<file path="src/rtl/mycpu_pkg.sv">
// Shared definitions for the data request path: access size encodings,
// controller states and byte-lane helpers for stores.
package mycpu_pkg;

  localparam int CNT_W = 2;

  localparam logic [1:0] SZ_BYTE  = 2'd0;
  localparam logic [1:0] SZ_HALF  = 2'd1;
  localparam logic [1:0] SZ_WORD  = 2'd2;
  localparam logic [1:0] SZ_WORD3 = 2'd3;

  typedef enum logic {
    S_IDLE = 1'b0,
    S_REQ  = 1'b1
  } state_e;

  // Size 3 is an alias of word; the bus only ever sees 0..2.
  function automatic logic [1:0] norm_size(input logic [1:0] size);
    return (size == SZ_WORD3) ? SZ_WORD : size;
  endfunction

  function automatic logic [3:0] mk_wstrb(input logic [1:0] size, input logic [1:0] addr_lo);
    case (size)
      SZ_BYTE: return 4'b0001 << addr_lo;
      SZ_HALF: return 4'b0011 << {addr_lo[1], 1'b0};
      default: return 4'b1111;
    endcase
  endfunction

  function automatic logic [31:0] mk_wdata(input logic [1:0] size, input logic [31:0] wdata);
    case (size)
      SZ_BYTE: return {4{wdata[7:0]}};
      SZ_HALF: return {2{wdata[15:0]}};
      default: return wdata;
    endcase
  endfunction

  function automatic logic is_misaligned(input logic [1:0] size, input logic [1:0] addr_lo);
    case (size)
      SZ_BYTE: return 1'b0;
      SZ_HALF: return addr_lo[0];
      default: return addr_lo != 2'b00;
    endcase
  endfunction

endpackage

</file>
<file path="src/rtl/data_req_cnt.sv">
// Tracks bus transactions in flight and how many of the oldest ones belong to
// a cancelled pipeline and must have their responses swallowed.
module data_req_cnt
  import mycpu_pkg::*;
#(
  parameter int OUTSTANDING_MAX = 2
) (
  input  logic clk,
  input  logic resetn,
  input  logic i_issue,
  input  logic i_data_ok,
  input  logic i_flush,
  output logic o_has_room,
  output logic o_fwd
);

  logic [CNT_W-1:0] r_out;
  logic [CNT_W-1:0] r_disc;
  logic [CNT_W-1:0] w_out_next;
  logic [CNT_W-1:0] w_disc_next;
  logic             w_dok;
  logic             w_dok_disc;

  // A data_ok with nothing in flight is stray and must not underflow.
  assign w_dok      = i_data_ok && (r_out != '0);
  assign w_dok_disc = w_dok && (r_disc != '0);

  assign w_out_next = r_out + CNT_W'(i_issue) - CNT_W'(w_dok);
  assign o_has_room = w_out_next < CNT_W'(OUTSTANDING_MAX);

  // Everything still in flight after this cycle predates the flush.
  assign w_disc_next = i_flush ? w_out_next : (r_disc - CNT_W'(w_dok_disc));
  assign o_fwd       = w_dok && !w_dok_disc && !i_flush;

  always_ff @(posedge clk) begin
    if (!resetn) begin
      r_out  <= '0;
      r_disc <= '0;
    end else begin
      r_out  <= w_out_next;
      r_disc <= w_disc_next;
    end
  end

endmodule

</file>
<file path="src/rtl/data_req_ctrl.sv">
// Execute-stage data access controller driving an SRAM-like bus.
// Define DATA_REQ_ALE_CHK_EN to trap misaligned accesses instead of issuing them.
module data_req_ctrl
  import mycpu_pkg::*;
#(
  parameter int OUTSTANDING_MAX = 2
) (
  input  logic        clk,
  input  logic        resetn,
  input  logic        es_req_valid,
  input  logic        es_req_wr,
  input  logic [1:0]  es_req_size,
  input  logic [31:0] es_req_addr,
  input  logic [31:0] es_req_wdata,
  output logic        es_req_ready,
  input  logic        flush,
  output logic        data_sram_req,
  output logic        data_sram_wr,
  output logic [1:0]  data_sram_size,
  output logic [31:0] data_sram_addr,
  output logic [3:0]  data_sram_wstrb,
  output logic [31:0] data_sram_wdata,
  input  logic        data_sram_addr_ok,
  input  logic        data_sram_data_ok,
  input  logic [31:0] data_sram_rdata,
  output logic        ms_resp_valid,
  output logic [31:0] ms_resp_rdata,
  output logic        ms_ale
);

  state_e      r_state;
  state_e      w_state_next;
  logic        r_wr;
  logic [1:0]  r_size;
  logic [31:0] r_addr;
  logic [3:0]  r_wstrb;
  logic [31:0] r_wdata;
  logic        r_resp_valid;
  logic [31:0] r_resp_rdata;

  logic w_issue;
  logic w_slot_free;
  logic w_has_room;
  logic w_fwd;
  logic w_accept;
  logic w_misalign;
  logic w_launch;

  data_req_cnt #(
    .OUTSTANDING_MAX(OUTSTANDING_MAX)
  ) u_cnt (
    .clk       (clk),
    .resetn    (resetn),
    .i_issue   (w_issue),
    .i_data_ok (data_sram_data_ok),
    .i_flush   (flush),
    .o_has_room(w_has_room),
    .o_fwd     (w_fwd)
  );

  // A handshake under flush still reaches the bus, so it is counted as issued.
  assign w_issue      = (r_state == S_REQ) && data_sram_addr_ok;
  assign w_slot_free  = (r_state == S_IDLE) || w_issue;
  assign es_req_ready = resetn && w_slot_free && w_has_room && !flush;
  assign w_accept     = es_req_valid && es_req_ready;

`ifdef DATA_REQ_ALE_CHK_EN
  logic r_ale;

  assign w_misalign = is_misaligned(es_req_size, es_req_addr[1:0]);
  assign ms_ale     = r_ale;

  always_ff @(posedge clk) begin
    if (!resetn) begin
      r_ale <= 1'b0;
    end else begin
      r_ale <= w_accept && w_misalign;
    end
  end
`else
  assign w_misalign = 1'b0;
  assign ms_ale     = 1'b0;
`endif

  assign w_launch = w_accept && !w_misalign;

  always_comb begin
    w_state_next = r_state;
    if (flush) begin
      w_state_next = S_IDLE;
    end else if (w_launch) begin
      w_state_next = S_REQ;
    end else if (w_issue) begin
      w_state_next = S_IDLE;
    end
  end

  always_ff @(posedge clk) begin
    if (!resetn) begin
      r_state <= S_IDLE;
      r_wr    <= 1'b0;
      r_size  <= 2'd0;
      r_addr  <= 32'd0;
      r_wstrb <= 4'd0;
      r_wdata <= 32'd0;
    end else begin
      r_state <= w_state_next;
      if (w_launch) begin
        r_wr    <= es_req_wr;
        r_size  <= norm_size(es_req_size);
        r_addr  <= es_req_addr;
        r_wstrb <= es_req_wr ? mk_wstrb(es_req_size, es_req_addr[1:0]) : 4'd0;
        r_wdata <= mk_wdata(es_req_size, es_req_wdata);
      end
    end
  end

  always_ff @(posedge clk) begin
    if (!resetn) begin
      r_resp_valid <= 1'b0;
      r_resp_rdata <= 32'd0;
    end else begin
      r_resp_valid <= w_fwd;
      if (w_fwd) begin
        r_resp_rdata <= data_sram_rdata;
      end
    end
  end

  assign data_sram_req   = (r_state == S_REQ);
  assign data_sram_wr    = r_wr;
  assign data_sram_size  = r_size;
  assign data_sram_addr  = r_addr;
  assign data_sram_wstrb = r_wstrb;
  assign data_sram_wdata = r_wdata;
  assign ms_resp_valid   = r_resp_valid;
  assign ms_resp_rdata   = r_resp_rdata;

endmodule

</file>
<file path="config.mk">
export PLATFORM = sky130hd
export DESIGN_NAME = data_req_ctrl
export DESIGN_NICKNAME = d
export VERILOG_FILES = /design/src/rtl/mycpu_pkg.sv /design/src/rtl/data_req_cnt.sv /design/src/rtl/data_req_ctrl.sv
export SDC_FILE = /design/constraint.sdc
export NUM_CORES = 1
export LEC_CHECK = 0
export CAP_MARGIN = 20
export CORE_ASPECT_RATIO = 0.6
export CORE_MARGIN = 1.5
export CORE_UTILIZATION = 45
export CTS_BUF_LIST = sky130_fd_sc_hd__clkbuf_4 sky130_fd_sc_hd__clkbuf_8 sky130_fd_sc_hd__clkbuf_16
export CTS_CLUSTER_SIZE = 10
export DETAILED_ROUTE_END_ITERATION = 10
export PLACE_DENSITY = 0.86
export SETUP_SLACK_MARGIN = 0.5
export SLEW_MARGIN = 20
export SYNTH_ARGS = -nofsm -noshare
export SYNTH_HDL_FRONTEND = slang
export SYNTH_SLANG_ARGS = --single-unit
</file>
<file path="constraint.sdc">
create_clock -name clk -period 5.7 [get_ports clk]
set_input_delay 0.57 -clock clk [delete_from_list [all_inputs] [get_ports clk]]
set_output_delay 0.57 -clock clk [all_outputs]
set_load 0.05 [all_outputs]
</file>
[After elaboration in Yosys (flattened, before gate mapping)]
Cells that the tools add are included.
Word-level totals
  bits of input ports: 105
  register bits: 109
  output and inout port bits: 107
Operators by class
  shift-type cells: 2
  equal/unequal tests: 2
  add/sub/neg operators: 3
  reduce and logical (&&, ||, !) cells: 17
  order comparisons: 1
  bitwise logic cells: 2
  multiplexer cells: 7
Operator list (count)
  case mux 32 bit (2 select lines): 1
  logical AND 1 bit: 9
  case mux 4 bit (2 select lines): 1
  nonzero test 2 bit: 3
  two-way mux 2 bit: 2
  two-way mux 4 bit: 1
  << shifter 1 x 2 -> 4 bit, first input constant: 1
  << shifter 2 x 2 -> 4 bit, first input constant: 1
  subtractor 2 x 1 -> 2 bit: 2
  adder 2 x 1 -> 2 bit: 1
  == test 2 x 1 -> 1 bit, second input constant: 1
  == test 2 bit, second input constant: 1
  logical NOT 1 bit: 2
  logical NOT 2 bit: 1
  less-than comparator 2 bit, second input constant: 1
  two-way mux 1 bit: 2
  inverter 1 bit: 2
  OR reduction 2 bit: 1
  logical OR 1 bit: 1

[Longest topological paths before layout]
  word-level depth: 8
  mapped depth: 12

[Hierarchy]
From an unflattened synthesis, not the netlist that was laid out.
Second synthesis, totals
  cells, all modules: 478
  area, all modules: 4257.8 sq um
Modules (own cells, without submodules)
  data_req_ctrl: cells each 453, sequential area each 2102.0 sq um, times used 1, area an instance 4042.6 sq um
  data_req_cnt: cells each 25, sequential area each 80.1 sq um, times used 1, area an instance 215.2 sq um

[Worst setup path before layout]
No wires, ideal clock.
  path type: input to output
  start: input port data_sram_data_ok
  end: output port es_req_ready
  path slack: 2.699 ns
  arrival time: 2.431 ns
  stages on the path: 8
  cell sequence: o21ai_1 clkinv_1 clkbuf_1 ha_1 inv_1 ha_1 xnor3_2 and3_1
On the way
  cells in the longest elaborated chain, start to end: 5
Ends and longest elaborated chain
  start: declaration: line data_req_ctrl.sv:24  | input logic data_sram_data_ok,
  logical AND 1 bit: line data_req_cnt.sv:25  | assign w_dok = i_data_ok && (r_out != '0);
  subtractor 2 x 1 -> 2 bit: line data_req_cnt.sv:28  | assign w_out_next = r_out + CNT_W'(i_issue) - CNT_W'(w_dok);
  less-than comparator 2 bit: line data_req_cnt.sv:29  | assign o_has_room = w_out_next < CNT_W'(OUTSTANDING_MAX);
  logical AND 1 bit (2 in a row): line data_req_ctrl.sv:64  | assign es_req_ready = resetn && w_slot_free && w_has_room && !flush;
  end: declaration: line data_req_ctrl.sv:15  | output logic es_req_ready,
No other way between the ends.

[Worst setup path after layout]
Same ends and word-level chain as after synthesis.

==> flow_metrics.py <==
metrics = {
    "timing": {
        "rsz0062_at_grt": "no",
        "finalSetupTns_ns": 0,
        "worst_slack_ns": 1.82,
        "timing.final.max_slew_violations": 0,
        "skew_ns": 0.00440,
        "tightest_slew_ns": 1.04,
        "clock.fmax_ghz": 0.258,
        "finalSetupViolCount": 0,
        "slew_headroom": 0.304,
        "fin_crit_ns": 3.88,
        "fin_crit_sh": 0.680,
        "holdWs_ns": 0.462,
        "hold_viol_final": 0,
    },
    "worst_hold_path": {
        "hp-class": "register to register",
        "hp-start": "data_sram_addr[20]$_SDFFE_PN0P_",
        "min_to": "data_sram_addr[20]$_SDFFE_PN0P_",
        "min_path_cells": 2,
    },
    "global_route": {
        "track_usage": 0.239,
        "grt-ovfl-total": 0,
        "grt_max_degree": 109,
        "antenna_found_initial": 0,
        "grt_pass1_wl_um": 20600,
        "grt_pass1_vias": 4206,
    },
    "placement": {
        "gp_congestion": 0.787,
        "dpl_worst_slack_ns": 1.84,
        "place_area_mm2": 0.00679,
        "port_buffers": 210,
        "dp_hpwl_um": 9830,
    },
    "cts": {
        "ctsHoldBuffers": 0,
        "cts-buffers-inserted": 9,
        "post_cts_buffers": 0,
        "cts_tree": "done",
        "cts_root_buffer": "clkbuf_16",
        "ctsLongestPathBuffers": 2,
        "clk_pin_slew_worst_paths_ns": 0.07,
        "clk_latency_ns": 0.34,
        "cts_max_level": 3,
        "cts.sink_count": 109,
        "post_cts_resized": 0,
    },
    "critical_path": {
        "endpoint_kind": "output pin",
        "reg2reg_from": "u_cnt.r_out[1]$_SDFF_PN0_",
        "r2r_end": "data_sram_addr[10]$_SDFFE_PN0P_",
        "cp.required_ns": 5.13,
        "critPathMaxFanout": 34,
        "ff2ff_setup_slack_ns": 2.75,
        "worstPathArrival_ns": 3.31,
        "reg2regPathDepth": 10,
        "crit_type": "primary input to output pin",
        "cp-start-kind": "primary input",
    },
    "synthesis": {
        "synth_edf_count": 0,
        "synthMostInstantiatedCell": "dfxtp_1",
        "synth_area_mm2": 0.00467,
        "synth_top_area_frac": 0.467,
        "yosys.area.top_type": "dfxtp_1",
        "ys.flop_type": "dfxtp_1",
        "yosys-top-cells-count": "dfxtp_1 (109), mux2i_1 (93), nand2_1 (76), inv_1 (44), o21ai_0 (35)",
        "syn_area_per_cell_um2": 9.37,
        "async_flop_share": 0,
        "synth.yosys.seq_area_share": 0.467,
        "yosys_warnings": 0,
        "syn_inst": 498,
        "ys_top_cells_by_area": "dfxtp_1 (47%), mux2i_1 (20%), nand2_1 (6.1%)",
        "yosysUniqueCellTypes": 35,
        "syn_nets": 606,
        "ys_ff_latch": 109,
    },
    "power_and_ir_drop": {
        "power_density_mw_per_mm2": 324,
        "ir_worst_vdd_mv": 0.197,
        "leakage_nw": 3.18,
    },
    "route": {
        "finalWirelength_um": 13400,
        "drt-initial-drc-count": 198,
        "drt-wirelength-per-cell_um": 16.2,
        "vias": 4203,
        "post_drt_via_cell_ratio": 5.08,
        "ant_nets": 0,
        "dr.pass1.iters": 5,
        "drc": 0,
    },
    "layout": {
        "area_growth_pct": 52.2,
        "postLayoutCoreUtil": 0.711,
        "antenna_cells": 0,
        "fin_area_mm2": 0.00710,
        "finalNetCount": 796,
        "drive_gt1_frac": 0.0505,
    },
    "floorplanning": {
        "die-area_mm2": 0.0110,
        "io_pins": 212,
        "initial_core_util": 0.468,
        "die_h_um": 81.9,
        "coreArea_mm2": 0.00998,
        "row_count": 28,
        "die_w_um": 134,
    },
    "job": {
        "cap_viol_max_count": 0,
    },
    "status": {
        "status": "complete, no violations",
    },
}
-- cell usage in the layout, fill, tap and decap left out, types with 2 or more instances in the layout --
cell type	n
nand2_1	76
clkinv_4	2
a31o_2	2
clkdlybuf4s50_1	209
nor2_1	3
nor2b_1	2
nand2b_1	2
a21o_1	2
ha_1	3
inv_1	44
and3_1	2
nand3_1	32
mux2_2	8
a21boi_1	2
a21boi_0	31
dfxtp_1	109
mux2i_1	93
a41oi_1	2
and2_1	2
o21ai_0	35
buf_4	4
clkbuf_16	9
-- logic make-up after synthesis --
group / synth area share
AOI/OAI and AO/OA: 0.108
xor gates and xnor gates: 0.00697
adders and majority gates: 0.00804
buffers and inverters: 0.0756
DFF: 0.467
muxes: 0.219
other: 0.000803
and+or+nand+nor: 0.114
-- power breakdown --
group,switching (mW),internal [mW]
clock,0.272,0.358
sequential,0.0470,0.844
combinational,0.491,0.293
-- worst max path at each step --
stage,to,startpoint,slack (ns)
CTS,es_req_ready,data_sram_data_ok,1.83
finish,es_req_ready,data_sram_data_ok,1.82
floorplan,es_req_ready,data_sram_data_ok,2.70
detailed placement,es_req_ready,data_sram_data_ok,1.84
global placement,es_req_ready,data_sram_data_ok,1.91
global route,es_req_ready,data_sram_data_ok,1.64
-- flip-flops by register name (all words and copies together) (netlist names) --
| name | cells |
|---|---|
| u_cnt.r_disc | 2 |
| ms_resp_valid | 1 |
| data_sram_size | 2 |
| ms_resp_rdata | 32 |
| data_sram_addr | 32 |
| u_cnt.r_out | 2 |
| data_sram_wr | 1 |
| data_sram_wdata | 32 |
| data_sram_req | 1 |
| data_sram_wstrb | 4 |
-- worst max-delay path, stage by stage --
cell and delay, ns:
clkdlybuf4s50_1 0.39, o21ai_1 0.07, buf_4 0.32, clkinv_1 0.14, ha_1 0.30, inv_1 0.04, ha_1 0.19, xnor3_2 0.30
and3_1 0.17, clkdlybuf4s50_1 0.81
-- metal layers --
| layer | share of wire | wire length [um] | global-route usage |
|---|---|---|---|
| met5 | 0 | 0 | 0 |
| met4 | 0.011 | 150 | 0.0613 |
| met3 | 0.083 | 1110 | 0.0759 |
| met2 | 0.49 | 6560 | 0.430 |
| met1 | 0.42 | 5580 | 0.280 |
-- layout make-up --
cell class | count | area, um2
fillers | 765 | 2880
flip-flops and latches | 109 | 2180
multi-input cells | 308 | 2140
repair buffers | 215 | 2140
clock buffers | 11 | 246
inverters | 45 | 169
well taps | 135 | 169
clock inverters | 5 | 60.1
-- per-stage QoR --
step                std cells  total power, mW
finish                    828             2.30
detailed placement        812             1.69
global route              828             2.41
floorplan                 498             1.40
global placement          812             1.67
CTS                       828             2.32
Note: power is estimated with default switching activity, not from simulation.
